--- src/rtl/des_pkg.sv ---
// DES constant tables, FSM state encoding and small table-driven helpers.
// Latency: none (constants and pure combinational functions).
// Backpressure: not applicable.
// DES numbers bits from 1 at the MSB, so table entry t selects vector bit (width - t).
package des_pkg;

    typedef logic [1:0] state_t;
    localparam state_t ST_IDLE  = 2'd0;
    localparam state_t ST_ROUND = 2'd1;
    localparam state_t ST_DONE  = 2'd2;

    localparam int PC1 [56] = '{
        57, 49, 41, 33, 25, 17,  9,  1, 58, 50, 42, 34, 26, 18,
        10,  2, 59, 51, 43, 35, 27, 19, 11,  3, 60, 52, 44, 36,
        63, 55, 47, 39, 31, 23, 15,  7, 62, 54, 46, 38, 30, 22,
        14,  6, 61, 53, 45, 37, 29, 21, 13,  5, 28, 20, 12,  4};

    localparam int PC2 [48] = '{
        14, 17, 11, 24,  1,  5,  3, 28, 15,  6, 21, 10,
        23, 19, 12,  4, 26,  8, 16,  7, 27, 20, 13,  2,
        41, 52, 31, 37, 47, 55, 30, 40, 51, 45, 33, 48,
        44, 49, 39, 56, 34, 53, 46, 42, 50, 36, 29, 32};

    localparam int E_TBL [48] = '{
        32,  1,  2,  3,  4,  5,  4,  5,  6,  7,  8,  9,
         8,  9, 10, 11, 12, 13, 12, 13, 14, 15, 16, 17,
        16, 17, 18, 19, 20, 21, 20, 21, 22, 23, 24, 25,
        24, 25, 26, 27, 28, 29, 28, 29, 30, 31, 32,  1};

    localparam int P_TBL [32] = '{
        16,  7, 20, 21, 29, 12, 28, 17,  1, 15, 23, 26,  5, 18, 31, 10,
         2,  8, 24, 14, 32, 27,  3,  9, 19, 13, 30,  6, 22, 11,  4, 25};

    // Each box is stored row-major: entry = row*16 + column.
    localparam int SBOX [8][64] = '{
        '{14,  4, 13,  1,  2, 15, 11,  8,  3, 10,  6, 12,  5,  9,  0,  7,
           0, 15,  7,  4, 14,  2, 13,  1, 10,  6, 12, 11,  9,  5,  3,  8,
           4,  1, 14,  8, 13,  6,  2, 11, 15, 12,  9,  7,  3, 10,  5,  0,
          15, 12,  8,  2,  4,  9,  1,  7,  5, 11,  3, 14, 10,  0,  6, 13},
        '{15,  1,  8, 14,  6, 11,  3,  4,  9,  7,  2, 13, 12,  0,  5, 10,
           3, 13,  4,  7, 15,  2,  8, 14, 12,  0,  1, 10,  6,  9, 11,  5,
           0, 14,  7, 11, 10,  4, 13,  1,  5,  8, 12,  6,  9,  3,  2, 15,
          13,  8, 10,  1,  3, 15,  4,  2, 11,  6,  7, 12,  0,  5, 14,  9},
        '{10,  0,  9, 14,  6,  3, 15,  5,  1, 13, 12,  7, 11,  4,  2,  8,
          13,  7,  0,  9,  3,  4,  6, 10,  2,  8,  5, 14, 12, 11, 15,  1,
          13,  6,  4,  9,  8, 15,  3,  0, 11,  1,  2, 12,  5, 10, 14,  7,
           1, 10, 13,  0,  6,  9,  8,  7,  4, 15, 14,  3, 11,  5,  2, 12},
        '{ 7, 13, 14,  3,  0,  6,  9, 10,  1,  2,  8,  5, 11, 12,  4, 15,
          13,  8, 11,  5,  6, 15,  0,  3,  4,  7,  2, 12,  1, 10, 14,  9,
          10,  6,  9,  0, 12, 11,  7, 13, 15,  1,  3, 14,  5,  2,  8,  4,
           3, 15,  0,  6, 10,  1, 13,  8,  9,  4,  5, 11, 12,  7,  2, 14},
        '{ 2, 12,  4,  1,  7, 10, 11,  6,  8,  5,  3, 15, 13,  0, 14,  9,
          14, 11,  2, 12,  4,  7, 13,  1,  5,  0, 15, 10,  3,  9,  8,  6,
           4,  2,  1, 11, 10, 13,  7,  8, 15,  9, 12,  5,  6,  3,  0, 14,
          11,  8, 12,  7,  1, 14,  2, 13,  6, 15,  0,  9, 10,  4,  5,  3},
        '{12,  1, 10, 15,  9,  2,  6,  8,  0, 13,  3,  4, 14,  7,  5, 11,
          10, 15,  4,  2,  7, 12,  9,  5,  6,  1, 13, 14,  0, 11,  3,  8,
           9, 14, 15,  5,  2,  8, 12,  3,  7,  0,  4, 10,  1, 13, 11,  6,
           4,  3,  2, 12,  9,  5, 15, 10, 11, 14,  1,  7,  6,  0,  8, 13},
        '{ 4, 11,  2, 14, 15,  0,  8, 13,  3, 12,  9,  7,  5, 10,  6,  1,
          13,  0, 11,  7,  4,  9,  1, 10, 14,  3,  5, 12,  2, 15,  8,  6,
           1,  4, 11, 13, 12,  3,  7, 14, 10, 15,  6,  8,  0,  5,  9,  2,
           6, 11, 13,  8,  1,  4, 10,  7,  9,  5,  0, 15, 14,  2,  3, 12},
        '{13,  2,  8,  4,  6, 15, 11,  1, 10,  9,  3, 14,  5,  0, 12,  7,
           1, 15, 13,  8, 10,  3,  7,  4, 12,  5,  6, 11,  0, 14,  9,  2,
           7, 11,  4,  1,  9, 12, 14,  2,  0,  6, 10, 13, 15,  3,  5,  8,
           2,  1, 14,  7,  4, 10,  8, 13, 15, 12,  9,  0,  3,  5,  6, 11}};

    // Left-rotate amount applied before PC2 in encrypt rounds 1..16.
    localparam int ENC_SHIFT [16] = '{1, 1, 2, 2, 2, 2, 2, 2, 1, 2, 2, 2, 2, 2, 2, 1};

    function automatic logic [55:0] pc1_perm(input logic [63:0] k);
        logic [55:0] o;
        for (int i = 0; i < 56; i++) o[55-i] = k[64-PC1[i]];
        return o;
    endfunction

    function automatic logic [47:0] pc2_perm(input logic [55:0] cd);
        logic [47:0] o;
        for (int i = 0; i < 48; i++) o[47-i] = cd[56-PC2[i]];
        return o;
    endfunction

    function automatic logic [47:0] e_expand(input logic [31:0] r);
        logic [47:0] o;
        for (int i = 0; i < 48; i++) o[47-i] = r[32-E_TBL[i]];
        return o;
    endfunction

    function automatic logic [31:0] p_perm(input logic [31:0] s);
        logic [31:0] o;
        for (int i = 0; i < 32; i++) o[31-i] = s[32-P_TBL[i]];
        return o;
    endfunction

    // Row comes from the outer two bits, column from the inner four.
    function automatic logic [3:0] sbox_lookup(input int box, input logic [5:0] x);
        int v;
        v = SBOX[box][{x[5], x[0], x[4:1]}];
        return v[3:0];
    endfunction

    function automatic logic [27:0] rot28(input logic [27:0] x, input logic [1:0] amt,
                                          input logic right);
        logic [27:0] o;
        case (amt)
            2'd1:    o = right ? {x[0], x[27:1]}   : {x[26:0], x[27]};
            2'd2:    o = right ? {x[1:0], x[27:2]} : {x[25:0], x[27:26]};
            default: o = x;
        endcase
        return o;
    endfunction

    // Decrypt walks the encrypt schedule backwards with right rotations; round 1
    // uses the unrotated halves since 16 encrypt rounds rotate a full 28 bits.
    function automatic logic [1:0] shift_amount(input logic [3:0] cnt, input logic dec);
        int v;
        int idx;
        idx = 16 - int'(cnt);
        if (!dec)            v = ENC_SHIFT[cnt];
        else if (cnt == 4'd0) v = 0;
        else                 v = ENC_SHIFT[idx[3:0]];
        return v[1:0];
    endfunction

endpackage

--- src/rtl/feistel_f.sv ---
// DES round function f(R,K) = P(S(E(R) xor K)); ports: r_in[31:0], k_in[47:0] -> f_out[31:0].
// Latency: purely combinational.
// Backpressure: none.
module feistel_f (
    input  logic [31:0] r_in,
    input  logic [47:0] k_in,
    output logic [31:0] f_out
);
    import des_pkg::*;

    logic [47:0] x;
    logic [31:0] s;

    always_comb begin
        x = e_expand(r_in) ^ k_in;
        s = '0;
        for (int i = 0; i < 8; i++) begin
            s[31-4*i -: 4] = sbox_lookup(i, x[47-6*i -: 6]);
        end
        f_out = p_perm(s);
    end

endmodule

--- src/rtl/des_round_engine.sv ---
// Iterative DES core: one Feistel round per clock over a post-IP block, output {R16,L16}.
// Latency: 16 cycles from accept edge to out_valid; in_ready only while idle.
// Backpressure: result held in DONE until out_ready; inputs ignored while busy.
// Ports: clk/rst_n; in_valid/in_ready + block_in/key/decrypt; out_valid/out_ready + block_out.
module des_round_engine (
    input  logic        clk,
    input  logic        rst_n,
    input  logic        in_valid,
    output logic        in_ready,
    input  logic [63:0] block_in,
    input  logic [63:0] key,
    input  logic        decrypt,
    output logic        out_valid,
    input  logic        out_ready,
    output logic [63:0] block_out
);
    import des_pkg::*;

    state_t      state_q, state_d;
    logic [31:0] l_q, l_d;
    logic [31:0] r_q, r_d;
    logic [27:0] c_q, c_d;
    logic [27:0] d_q, d_d;
    logic [3:0]  cnt_q, cnt_d;
    logic        dec_q, dec_d;

    logic [1:0]  shamt;
    logic [27:0] c_rot;
    logic [27:0] d_rot;
    logic [47:0] subkey;
    logic [31:0] f_out;

    // Subkey for the round indexed by cnt_q; the rotated halves become the new C/D.
    always_comb begin
        shamt  = shift_amount(cnt_q, dec_q);
        c_rot  = rot28(c_q, shamt, dec_q);
        d_rot  = rot28(d_q, shamt, dec_q);
        subkey = pc2_perm({c_rot, d_rot});
    end

    feistel_f u_feistel_f (
        .r_in  (r_q),
        .k_in  (subkey),
        .f_out (f_out)
    );

    always_comb begin
        state_d = state_q;
        l_d     = l_q;
        r_d     = r_q;
        c_d     = c_q;
        d_d     = d_q;
        cnt_d   = cnt_q;
        dec_d   = dec_q;
        case (state_q)
            ST_IDLE: begin
                if (in_valid) begin
                    l_d        = block_in[63:32];
                    r_d        = block_in[31:0];
                    {c_d, d_d} = pc1_perm(key);
                    dec_d      = decrypt;
                    cnt_d      = 4'd0;
                    state_d    = ST_ROUND;
                end
            end
            ST_ROUND: begin
                l_d   = r_q;
                r_d   = l_q ^ f_out;
                c_d   = c_rot;
                d_d   = d_rot;
                cnt_d = cnt_q + 4'd1;
                if (cnt_q == 4'd15) state_d = ST_DONE;
            end
            ST_DONE: begin
                if (out_ready) state_d = ST_IDLE;
            end
            default: state_d = ST_IDLE;
        endcase
    end

    always_ff @(posedge clk or negedge rst_n) begin
        if (!rst_n) begin
            state_q <= ST_IDLE;
            l_q     <= '0;
            r_q     <= '0;
            c_q     <= '0;
            d_q     <= '0;
            cnt_q   <= '0;
            dec_q   <= 1'b0;
        end else begin
            state_q <= state_d;
            l_q     <= l_d;
            r_q     <= r_d;
            c_q     <= c_d;
            d_q     <= d_d;
            cnt_q   <= cnt_d;
            dec_q   <= dec_d;
        end
    end

    // After round 16 the halves sit in L/R; emitting {R,L} undoes the last swap.
    assign in_ready  = (state_q == ST_IDLE);
    assign out_valid = (state_q == ST_DONE);
    assign block_out = {r_q, l_q};

endmodule

--- config.mk ---
export PLATFORM = sky130hd
export DESIGN_NAME = des_round_engine
export DESIGN_NICKNAME = d
export VERILOG_FILES = /design/src/rtl/des_pkg.sv /design/src/rtl/feistel_f.sv /design/src/rtl/des_round_engine.sv
export SDC_FILE = /design/constraint.sdc
export NUM_CORES = 1
export LEC_CHECK = 0
export ABC_AREA = 1
export CAP_MARGIN = 20
export CORE_ASPECT_RATIO = 1.4
export CORE_MARGIN = 3
export CORE_UTILIZATION = 60
export DETAILED_ROUTE_END_ITERATION = 16
export DONT_BUFFER_PORTS = 1
export HOLD_SLACK_MARGIN = 0.1
export MAX_ROUTING_LAYER = met4
export PLACE_DENSITY = 0.83
export SLEW_MARGIN = 20
export SYNTH_ARGS = -nofsm -noshare
export SYNTH_HDL_FRONTEND = slang
export SYNTH_HIERARCHICAL = 1
export SYNTH_SLANG_ARGS = --single-unit
--- constraint.sdc ---
create_clock -name clk -period 5.7 [get_ports clk]
set_input_delay 0.285 -clock clk [delete_from_list [all_inputs] [get_ports clk]]
set_output_delay 0.285 -clock clk [all_outputs]
set_load 0.02 [all_outputs]
After elaboration in Yosys (flattened, before gate mapping)
Memories as Yosys holds them, arrays and structs flattened.
Cells that the tools add are included.
{ "classes": {"add_sub_neg": 2, "n_lt_le_gt_ge": 10, "n_eq_ne": 9, "mux": 42, "bitwise": 12, "n_reduce_logical": 7} }
{ "op_table": {"columns": ["cell", "count"], "rows": [
  ["$pmux 28 s2", 4],
  ["$mux 28", 6],
  ["$pmux 32 s2", 2],
  ["$mux 4", 17],
  ["$mux 32", 2],
  ["$ge 7x7->1 const B", 8],
  ["$not 6->7", 8],
  ["$xor 48x48->48", 1],
  ["$xor 32x32->32", 1],
  ["$mux 2", 9],
  ["$ge 5x5->1 const B", 2],
  ["$not 4->5", 2],
  ["$pmux 4 s2", 1],
  ["$pmux 2 s3", 1],
  ["$reduce_and 3->1", 2],
  ["$add 4x1->4 const B", 1],
  ["$eq 2x1->1 const B", 2],
  ["$eq 2x2->1 const B", 2],
  ["$eq 4x4->1 const B", 1],
  ["$logic_not 4->1", 1],
  ["$ne 2x2->1 const B", 2],
  ["$reduce_and 2->1", 2],
  ["$sub 1x4->4 const A", 1],
  ["$ne 3x1->1 const B", 1],
  ["3 further kinds", 3]
]} }
{ "totals": {"ff_bits": 127, "romBits": 17408, "in_bits": 133, "out_inout_bits": 66, "wordCells": 101, "mem_count": 10} }
{ "memory_table": {"columns": ["memory", "depth", "width", "rd", "rd_ports_with_merged_regs", "wr", "line", "source"], "rows": [
  ["(name not given)", 64, 32, 1, 0, 0, "des_pkg.sv:99", "v = SBOX[box][{x[5], x[0], x[4:1]}];"],
  ["(name not given)", 64, 32, 1, 0, 0, "des_pkg.sv:99", null],
  ["(name not given)", 64, 32, 1, 0, 0, "des_pkg.sv:99", null],
  ["(name not given)", 64, 32, 1, 0, 0, "des_pkg.sv:99", null],
  ["(name not given)", 64, 32, 1, 0, 0, "des_pkg.sv:99", null],
  ["(name not given)", 64, 32, 1, 0, 0, "des_pkg.sv:99", null],
  ["4 more memories", null, null, null, null, null, null, null]
]} }

Longest topological paths before layout
Gate-level depths: netlist of run 1.
{ "logic_depth": {"ltp_word": 16, "ltp_mapped": 34} }

Cells and area by module
The synthesis of run 1 kept the hierarchy.
{ "by_module_without_submodules": {"columns": ["module", "n_inst", "cells_each", "area_per_inst_um2", "seq_area_each_um2"], "rows": [
  ["des_round_engine", 1, 1367, 8624.5, 3178.0],
  ["feistel_f", 1, 1105, 5286.3, 0.0]
]} }

Worst setup path before layout of run 1
OpenSTA, ideal clock, no wires.
{ "synth_timing": {"path_kind": "register -> register", "from": "register dec_q", "to": "register r_q[18]", "setup_ps": 126, "arrival_ps": 3662, "setup_slack_ps": 1912, "stages_incl_launch_ff": 29, "n_path_buf": 6, "cell_sequence": "dfrtp_1 > buf_2 > inv_2 > buf_4 > buf_4 > o21ai_1 > a31oi_1 > a21oi_1 > ha_1 > buf_2 > buf_4 > clkbuf_1 > nand2_1 > nand2_1 > inv_1 > nand2_1 > nand2_1 > ha_1 > inv_1 > nand2_1 > nand2_1 > nand2_1 > nand3_1 > nand2_1 > nand2_1 > nand2_1 > xor2_1 > nor2_1 > o22ai_1"} }
{ "synth_via": {"elab_chain_cells": 10, "word_cells_on_any_way": 13} }
{ "synth_rtl": {"columns": ["item", "line", "source"], "rows": [
  ["from (decl)", "des_round_engine.sv:25", "logic dec_q, dec_d;"],
  ["from (signal assigned)", "des_round_engine.sv:89", "dec_q <= 1'b0;"],
  ["from (signal assigned)", "des_round_engine.sv:97", "dec_q <= dec_d;"],
  ["$mux 2", "des_pkg.sv:120", "if (!dec) v = ENC_SHIFT[cnt];"],
  ["$eq 2x2->1 / $eq 2x1->1 (equally long branches)", "des_pkg.sv:106", "case (amt)"],
  ["$pmux 28 s2 *", "des_pkg.sv:106", null],
  ["named net d_rot[19]", "des_round_engine.sv:29", "logic [27:0] d_rot;"],
  ["$xor 48x48->48 *", "feistel_f.sv:15", "x = e_expand(r_in) ^ k_in;"],
  ["$not 6->7 (not written as such) *", "des_pkg.sv:99", null],
  ["$mem_v2 64x32 *", null, null],
  ["$mux 4 (not written as such) * (2 in series)", "des_pkg.sv:99", null],
  ["named net f_out[18]", "des_round_engine.sv:31", "logic [31:0] f_out;"],
  ["$xor 32x32->32 *", "des_round_engine.sv:68", "r_d = l_q ^ f_out;"],
  ["$pmux 32 s2 *", "des_round_engine.sv:55", "case (state_q)"],
  ["to (signal assigned)", "des_round_engine.sv:93", "r_q <= r_d;"],
  ["to (decl)", "des_round_engine.sv:21", "logic [31:0] r_q, r_d;"]
]} }
The timed path passes the listed nets; every way through them passes the cells marked *. The select of a mux whose other input is x is not followed.
A chain may end at the register's enable or synchronous reset.

Worst setup path after layout of run 1
{ "layout_timing": {"from": "register dec_q", "to": "register r_q[17]"} }
The elaborated chain is that of the path after synthesis.

==> results.ini, run 1 <==
[run_status]
outcome=finished, final reports clean

[sta]
fmax_ghz=0.204
worst-slew-pin-transition_ns=1.05
finalHoldViolations=0
fin_ws_ns=0.792
setup_viol=0
rsz0062_at_grt=no
hold_slack_ns=0.113
finalCriticalPeriod_ns=4.91
fin_worst_skew_ns=0.0121
post-route-period-util_pct=86.1
slew_viol_final=0
slew_headroom_pct=29.7
setup-tns-final_ns=0

[worst_setup_path]
worstSetupPathType=flop to flop
crit_arrival_ns=5.19
max_stage_delay_ns=0.82
cp-end-kind=flop
cp_max_fo=31
worst_setup_path_start_kind=flop
worst_path_max_delay_cell=xnor2_1
required_ns=5.99
crit_chain=inv_2 -> o21ai_1 -> a31oi_1 -> a21oi_1 -> ha_1 -> buf_4 -> inv_1 -> buf_4 -> nand2_1 -> nand2_1 -> xnor2_1 -> inv_1 -> nand3_1 -> nand3_1 -> nand3_1 -> nand2_1 -> xor2_1 -> nor2_1 -> o22ai_1
reg2reg_depth=19

[placement]
place_ws_ns=0.904
place.gp.congestion=0.985
io_buffer_count=0
dp_hpwl_mm=32.9
place_area_um2=13900

[grt]
grt_pass1_wl_mm=74.9
grtUsageTotal_pct=38.1
antenna_found_initial=1
overflow=0
grt_pass1_vias=15138
grt_max_degree=128

[detailed_routing]
via_count=16207
drt_wl_total_mm=47.3
wl_per_cell_um=16.9
vias_per_cell=5.79
first_pass_iters=6
drt_iter0_drc=1532
drc=0
ant_nets=0

[clocking]
ctsHoldBuffers=95
clockBufferDepth=2
cts_made_buffers=17
h-tree-depth=4
cts_tree=done
clockRootBuffer=clkbuf_16
clkTransAtPathRegs_ns=0.06
postCtsSetupBuffers=0
cts_resized=0
clk_latency_ns=0.44
cts.sink_count=127

[yosys]
synth.yosys.seq_area_share_pct=22.8
synth_area_um2=13900
syn_avg_cell_area_um2=5.63
ys_types=31
synth_fp_nets=2672
synth_seq_cells=127
ys_warn_count=6
synthesis.instances=2472

[floorplan]
ios=199
initial_core_util_pct=61.3
die_y_um=186
rows=65
die_area_um2=25100
core_area_um2=22700
die_w_um=135

[cells_and_area]
layout-drive-gt1-share_pct=2.80
final_cell_mix=1129 x nand2_1, 428 x nand3_1, 209 x inv_1
fin_area_um2=15400
synthToLayoutAreaGrowth_pct=10.5
final_common_cell=nand2_1
nets=2689

[min_path]
hold_path_class=input pin to flop
whs_path_depth=2

[run]
maxCapViolations=0

-- flip-flops by register name, summed over array words and instances (netlist names) --
register / cells
state_q: 2
dec_q: 1
cnt_q: 4
r_q: 32
c_q: 28
d_q: 28
l_q: 32
-- critical path: cells and delay by family, from the launching register on --
| kind | cells | cell delay, ns |
|---|---|---|
| AO/OA/AOI/OAI | 4 | 0.71 |
| adder cells (fa/ha/maj) | 1 | 0.32 |
| buffers and inverters | 5 | 1.46 |
| XOR/XNOR | 2 | 0.98 |
| flip-flops | 1 | 0.39 |
| AND/OR/NAND/NOR | 7 | 0.88 |
-- final cells by class --
| class | count | area [µm²] |
|---|---|---|
| fillers | 2119 | 7310 |
| flip-flops and latches | 127 | 3180 |
| well taps | 301 | 377 |
| clock inverters | 8 | 67.6 |
| multi-input cells | 2013 | 9370 |
| inverters | 220 | 830 |
| clock buffers | 21 | 460 |
| repair buffers | 110 | 1090 |
| diodes | 1 | 2.50 |
-- worst paths after layout --
path	start	endpoint	slack (ns)
max	dec_q	r_q[17]	0.79
min in group asynchronous	rst_n	r_q[9]	0.41
max reg2reg	dec_q	r_q[17]	0.79
min reg2reg	c_q[11]	c_q[11]	0.50
min	block_in[47]	l_q[15]	0.11
max in group asynchronous	rst_n	state_q[0]	4.56
-- through the flow --
| stage | util [%] | instances |
|---|---|---|
| 3_3_place_gp | 61.1 | 2676 |
| 5_1_grt | 67.8 | 2801 |
| 3_5_place_dp | 61.1 | 2676 |
| 2_1_floorplan | - | 2472 |
| 6_report | 67.8 | 2801 |
| 4_1_cts | 67.7 | 2800 |
-- cell usage after synthesis --
cell,n,area share [%]
o211ai_1,2,0.11
buf_4,7,0.38
o21bai_1,1,0.054
clkinv_1,1,0.027
xor2_2,2,0.23
o21ai_0,93,3.3
o21ai_1,19,0.68
inv_1,209,5.6
o22ai_1,33,1.5
buf_6,5,0.40
nor2_2,1,0.045
nor3_1,1,0.036
a31oi_1,9,0.40
nand4_1,2,0.090
xnor2_1,19,1.2
a21oi_1,11,0.40
buf_2,58,2.1
nand3_1,428,15
ha_1,67,6.0
xnor2_2,5,0.58
o31ai_1,1,0.054
nor2_1,148,4.0
buf_1,2,0.054
nand3_2,1,0.072
dfrtp_1,127,23
nand2_1,1130,30
inv_2,10,0.27
o21ai_4,1,0.12
nand2_2,3,0.13
clkbuf_1,40,1.1
xor2_1,36,2.3
-- routing by layer --
| metal | vias to the layer above | track usage, % | routed length, µm |
|---|---|---|---|
| met5 | - | - | 0 |
| met4 | 0 | 21.4 | 2910 |
| met3 | 149 | 6.08 | 3560 |
| met2 | 769 | 66.6 | 23200 |
| met1 | 7439 | 41.3 | 17600 |
| li1 | 7850 | - | - |
-- cells by family (layout without fill, tap and decap cells) --
logic type	Yosys count	in the layout	synth area share (%)
xor+xnor	62	62	4.28
other cells	0	1	0
buf+inv	332	359	9.94
fa+ha+maj	67	67	6.03
compound gates	170	170	6.65
flops	127	127	22.8
simple gates	1714	1714	50.3
Power of run 1 is left out: the tool's default activity adds up to more than one toggle a clock period on the data nets, which glitch-free logic cannot reach.
==> inputs of run 2 (changes only) <==
GPL_TIMING_DRIVEN = 0   (was unset)
MAX_ROUTING_LAYER = unset   (was met4)
==> results.ini, run 2 (synthesis gave the netlist of run 1 again) <==
[cells_and_area]
nets=2784
fillCellCount=2073
final_cell_mix=1130 x nand2_1, 428 x nand3_1, 209 x inv_1
fin_area_um2=15800
top_regs=l_q x32, r_q x32
final_common_cell=nand2_1
layout-drive-gt1-share_pct=4.81
seq_area_um2=3180
multi_input_area_um2=9350
synthToLayoutAreaGrowth_pct=13.7

[clocking]
h-tree-depth=4
clockRootBuffer=clkbuf_16
cts_tree=done
cts_made_buffers=17
postCtsSetupBuffers=0
clockBufferDepth=2
clk_latency_ns=0.44
cts.sink_count=127
clkTransAtPathRegs_ns=0.06

[sta]
finalHoldViolations=0
finalCriticalPeriod_ns=5.21
fin_worst_skew_ns=0.00901
setup_viol=0
slew_headroom_pct=39.2
rsz0062_at_grt=no
slew_viol_final=0
worst-slew-pin-transition_ns=0.905
post-route-period-util_pct=91.3
fmax_ghz=0.192
setup-tns-final_ns=0

[detailed_routing]
first_pass_iters=8
wl_per_cell_um=18.6
drt_wl_total_mm=53.8
vias_per_cell=5.97
via_count=17295
ant_nets=0
drt_iter0_drc=1946
drc=0

[grt]
grt_max_degree=128
grt_pass1_wl_mm=82.9
grtUsageTotal_pct=41.8
overflow=0
grt_pass1_vias=16259
antenna_found_initial=1

[worst_setup_path]
r2r_start=dec_q
reg2reg_depth=27
rrSetupSlack_ns=0.49
cp-end-kind=flop
required_ns=6.02
worst_setup_path_start_kind=flop
crit_arrival_ns=5.52
worstSetupPathType=flop to flop
cp_max_fo=10
regToRegEndpoint=r_q[24]

[placement]
io_buffer_count=0
place_area_um2=14300
dp_hpwl_mm=39.1
place.gp.congestion=1.03

[floorplan]
core_area_um2=22700
initial_core_util_pct=61.3
rows=65
die_area_um2=25100
die_w_um=135
die_y_um=186
ios=199

[min_path]
whs_path_depth=4
worstHoldStart=key[61]
hold_path_class=input pin to flop
whs_endpoint=c_q[4]

[run_status]
outcome=finished, final reports clean

[run]
maxCapViolations=0

[run 2: cell types whose count changed in the layout (fill, tap and decap cells not counted), moves of 3 or more]
cell,before,now
clkinv_2,7,3
buf_4,14,7
clkinvlp_4,1,4
clkbuf_1,2,41
clkinv_4,0,3
buf_6,0,5
buf_2,0,58
[run 2: per-stage QoR]
stage               instances  util, %  hold slack, ns  worst slack (ns)
floorplan                2472        -         -0.0106              1.91
global placement         2773     63.0        -0.00669             0.737
detailed placement       2773     63.0        -0.00687             0.700
CTS                      2898     69.7           0.101             0.659
global route             2899     69.7           0.112             0.180
finish                   2899     69.7           0.108             0.494
[run 2: what timing repair did]
| action | in CTS | in global routing |
|---|---|---|
| hold buffers | 93 | 0 |
| resized for setup | 0 | 0 |
| hold endpoints to repair | 218 | 0 |
[run 2: how the worst max path moves through the flow]
stage,startpoint,endpoint,slack (ns),cells after the start
2_1_floorplan,dec_q,r_q[18],1.91,28
3_3_place_gp,dec_q,r_q[24],0.74,27
3_5_place_dp,dec_q,r_q[24],0.70,27
4_1_cts,dec_q,r_q[24],0.66,27
5_1_grt,dec_q,r_q[18],0.18,28
6_report,dec_q,r_q[24],0.49,27
[run 2: cell type report]
class | instances | share of cell area, %
Inverter | 220 | 5.22
Tap cell | 301 | 2.38
Sequential cell | 127 | 20.1
Buffer | 112 | 3.52
Antenna cell | 1 | 0.0158
Clock buffer | 19 | 2.80
Clock inverter | 13 | 0.886
Multi-Input combinational cell | 2013 | 59.1
Timing Repair Buffer | 93 | 5.99
[run 2: critical path, cell delays in order, from the launching register on]
cell and delay [ns]:
dfrtp_1 0.36, buf_2 0.16, inv_2 0.11, buf_4 0.19, buf_4 0.22, o21ai_1 0.09
a31oi_1 0.26, a21oi_1 0.10, ha_1 0.29, buf_2 0.20, buf_4 0.21, clkbuf_1 0.44
nand2_1 0.14, nand2_1 0.24, inv_1 0.09, nand2_1 0.07, nand2_1 0.20, ha_1 0.43
inv_1 0.07, nand2_1 0.26, nand3_1 0.17, nand3_1 0.11, nand2_1 0.06, nand2_1 0.05
nand2_1 0.12, xor2_1 0.19, nor2_1 0.14, o22ai_1 0.10
[run 2: layer usage]
layer  up-vias  global-route usage, %  wire (µm)  share of wire (%)
met1      7811                   47.6      19000                 35
met4         0                   33.2       4870                9.1
met5         -                      0          0                  0
li1       8065                      -          -                  -
met3       283                   9.12       5670                 11
met2      1136                   67.9      24200                 45
Power of run 2 is left out for the same reason.
==> inputs of run 3 (changes only) <==
CORE_ASPECT_RATIO = unset   (was 1.4)
CTS_BUF_LIST = sky130_fd_sc_hd__clkbuf_16   (was unset)
==> results.ini, run 3 (synthesis gave the netlist of run 1 again) <==
[detailed_routing]
first_pass_iters=8
via_count=17186
drt_iter0_drc=2230
ant_nets=0
wl_per_cell_um=18.2
drc=0
vias_per_cell=5.98
drt_wl_total_mm=52.4

[run]
maxCapViolations=0

[worst_setup_path]
worst_path_max_delay_cell=clkbuf_1
cp_max_fo=10
critPathTopFamily=buffers and inverters
worstSetupPathType=flop to flop
required_ns=6.01
crit_arrival_ns=5.50
worst_setup_path_start_kind=flop
crit_path_frequent_cell=nand2_1
max_stage_delay_ns=0.39
cp-end-kind=flop
path_buf_inv=9
rrSetupSlack_ns=0.50

[sta]
rsz0062_at_grt=no
finalHoldViolations=0
finalCriticalPeriod_ns=5.20
slew_viol_final=0
fmax_ghz=0.192
setup_viol=0
post-route-period-util_pct=91.2
worst-slew-pin-transition_ns=0.920
fin_worst_skew_ns=0.0142
setup-tns-final_ns=0
slew_headroom_pct=38.2

[clocking]
cts_tree=done
cts.sink_count=127
clockBufferDepth=2
cts_made_buffers=17
clockRootBuffer=clkbuf_16
postCtsSetupBuffers=0
clkTransAtPathRegs_ns=0.06
clk_latency_ns=0.44
h-tree-depth=4

[run_status]
outcome=finished, final reports clean

[floorplan]
die_area_um2=25000
initial_core_util_pct=61.3
die_y_um=158
die_w_um=158
core_area_um2=22700
rows=55
ios=199

[grt]
grt_pass1_vias=15843
antenna_found_initial=0
grt_pass1_wl_mm=81.2
grt_max_degree=128
overflow=0
grtUsageTotal_pct=41.0

[cells_and_area]
final_common_cell=nand2_1
final_cell_mix=1130 x nand2_1, 428 x nand3_1, 209 x inv_1
layout-drive-gt1-share_pct=4.79
fillCellCount=2106
nets=2776
diodes=0
synthToLayoutAreaGrowth_pct=13.1
fin_area_um2=15700
top_regs=l_q x32, r_q x32
instances_no_fill=2872

[placement]
dp_hpwl_mm=38.4
io_buffer_count=0
place.gp.congestion=1.03
place_area_um2=14300
dp.cells=2757

[min_path]
hold_path_class=input pin to flop

==> run 3: area by class of cell <==
class	instances	area (µm²)	share of cell area [%]
Inverter	220	826	5.25
Clock buffer	17	425	2.70
Multi-Input combinational cell	2013	9350	59.5
Sequential cell	127	3180	20.2
Clock inverter	13	166	1.06
Timing Repair Buffer	85	868	5.52
Tap cell	285	357	2.27
Buffer	112	557	3.54
==> run 3: metrics by stage <==
step / hold WS (ns) / util (%) / setup slack (ns)
2_1_floorplan: -0.0106 / - / 1.91
3_5_place_dp: -0.00854 / 62.8 / 0.719
6_report: 0.107 / 69.3 / 0.504
3_3_place_gp: -0.00806 / 62.8 / 0.762
4_1_cts: 0.101 / 69.3 / 0.666
5_1_grt: 0.111 / 69.3 / 0.191
==> run 3: worst paths after layout <==
| check | start | endpoint | cells past startpoint |
|---|---|---|---|
| setup reg to reg | dec_q | r_q[24] | 27 |
| setup / recovery | dec_q | r_q[24] | 27 |
| min in group asynchronous | rst_n | d_q[22] | 2 |
| hold reg to reg | d_q[7] | d_q[7] | 2 |
| hold / removal | key[63] | c_q[20] | 4 |
| max in group asynchronous | rst_n | r_q[8] | 2 |
==> run 3: worst register-to-register path, cell delays in order, from the launching register on <==
cell and delay (ns):
dfrtp_1 0.36, buf_2 0.16, inv_2 0.11, buf_4 0.18, buf_4 0.23, o21ai_1 0.09, a31oi_1 0.26, a21oi_1 0.10
ha_1 0.28, buf_2 0.19, buf_4 0.21, clkbuf_1 0.39, nand2_1 0.13, nand2_1 0.39, inv_1 0.14, nand2_1 0.09
nand2_1 0.21, ha_1 0.40, inv_1 0.06, nand2_1 0.20, nand3_1 0.16, nand3_1 0.11, nand2_1 0.07, nand2_1 0.07
nand2_1 0.07, xor2_1 0.16, nor2_1 0.15, o22ai_1 0.11
==> run 3: metal layers <==
metal / vias to the layer above / global-route usage (%) / wire length (µm)
met1: 7830 / 51.6 / 19900
met4: 0 / 22.3 / 3030
li1: 8026 / - / -
met5: - / 0 / 0
met2: 1128 / 63.3 / 22600
met3: 202 / 12.4 / 6820
==> run 3: timing repair <==
item,in CTS,in global routing
hold buffers,85,0
endpoints found under the hold margin,210,0
resized for setup,0,0
Power of run 3 is left out for the same reason.
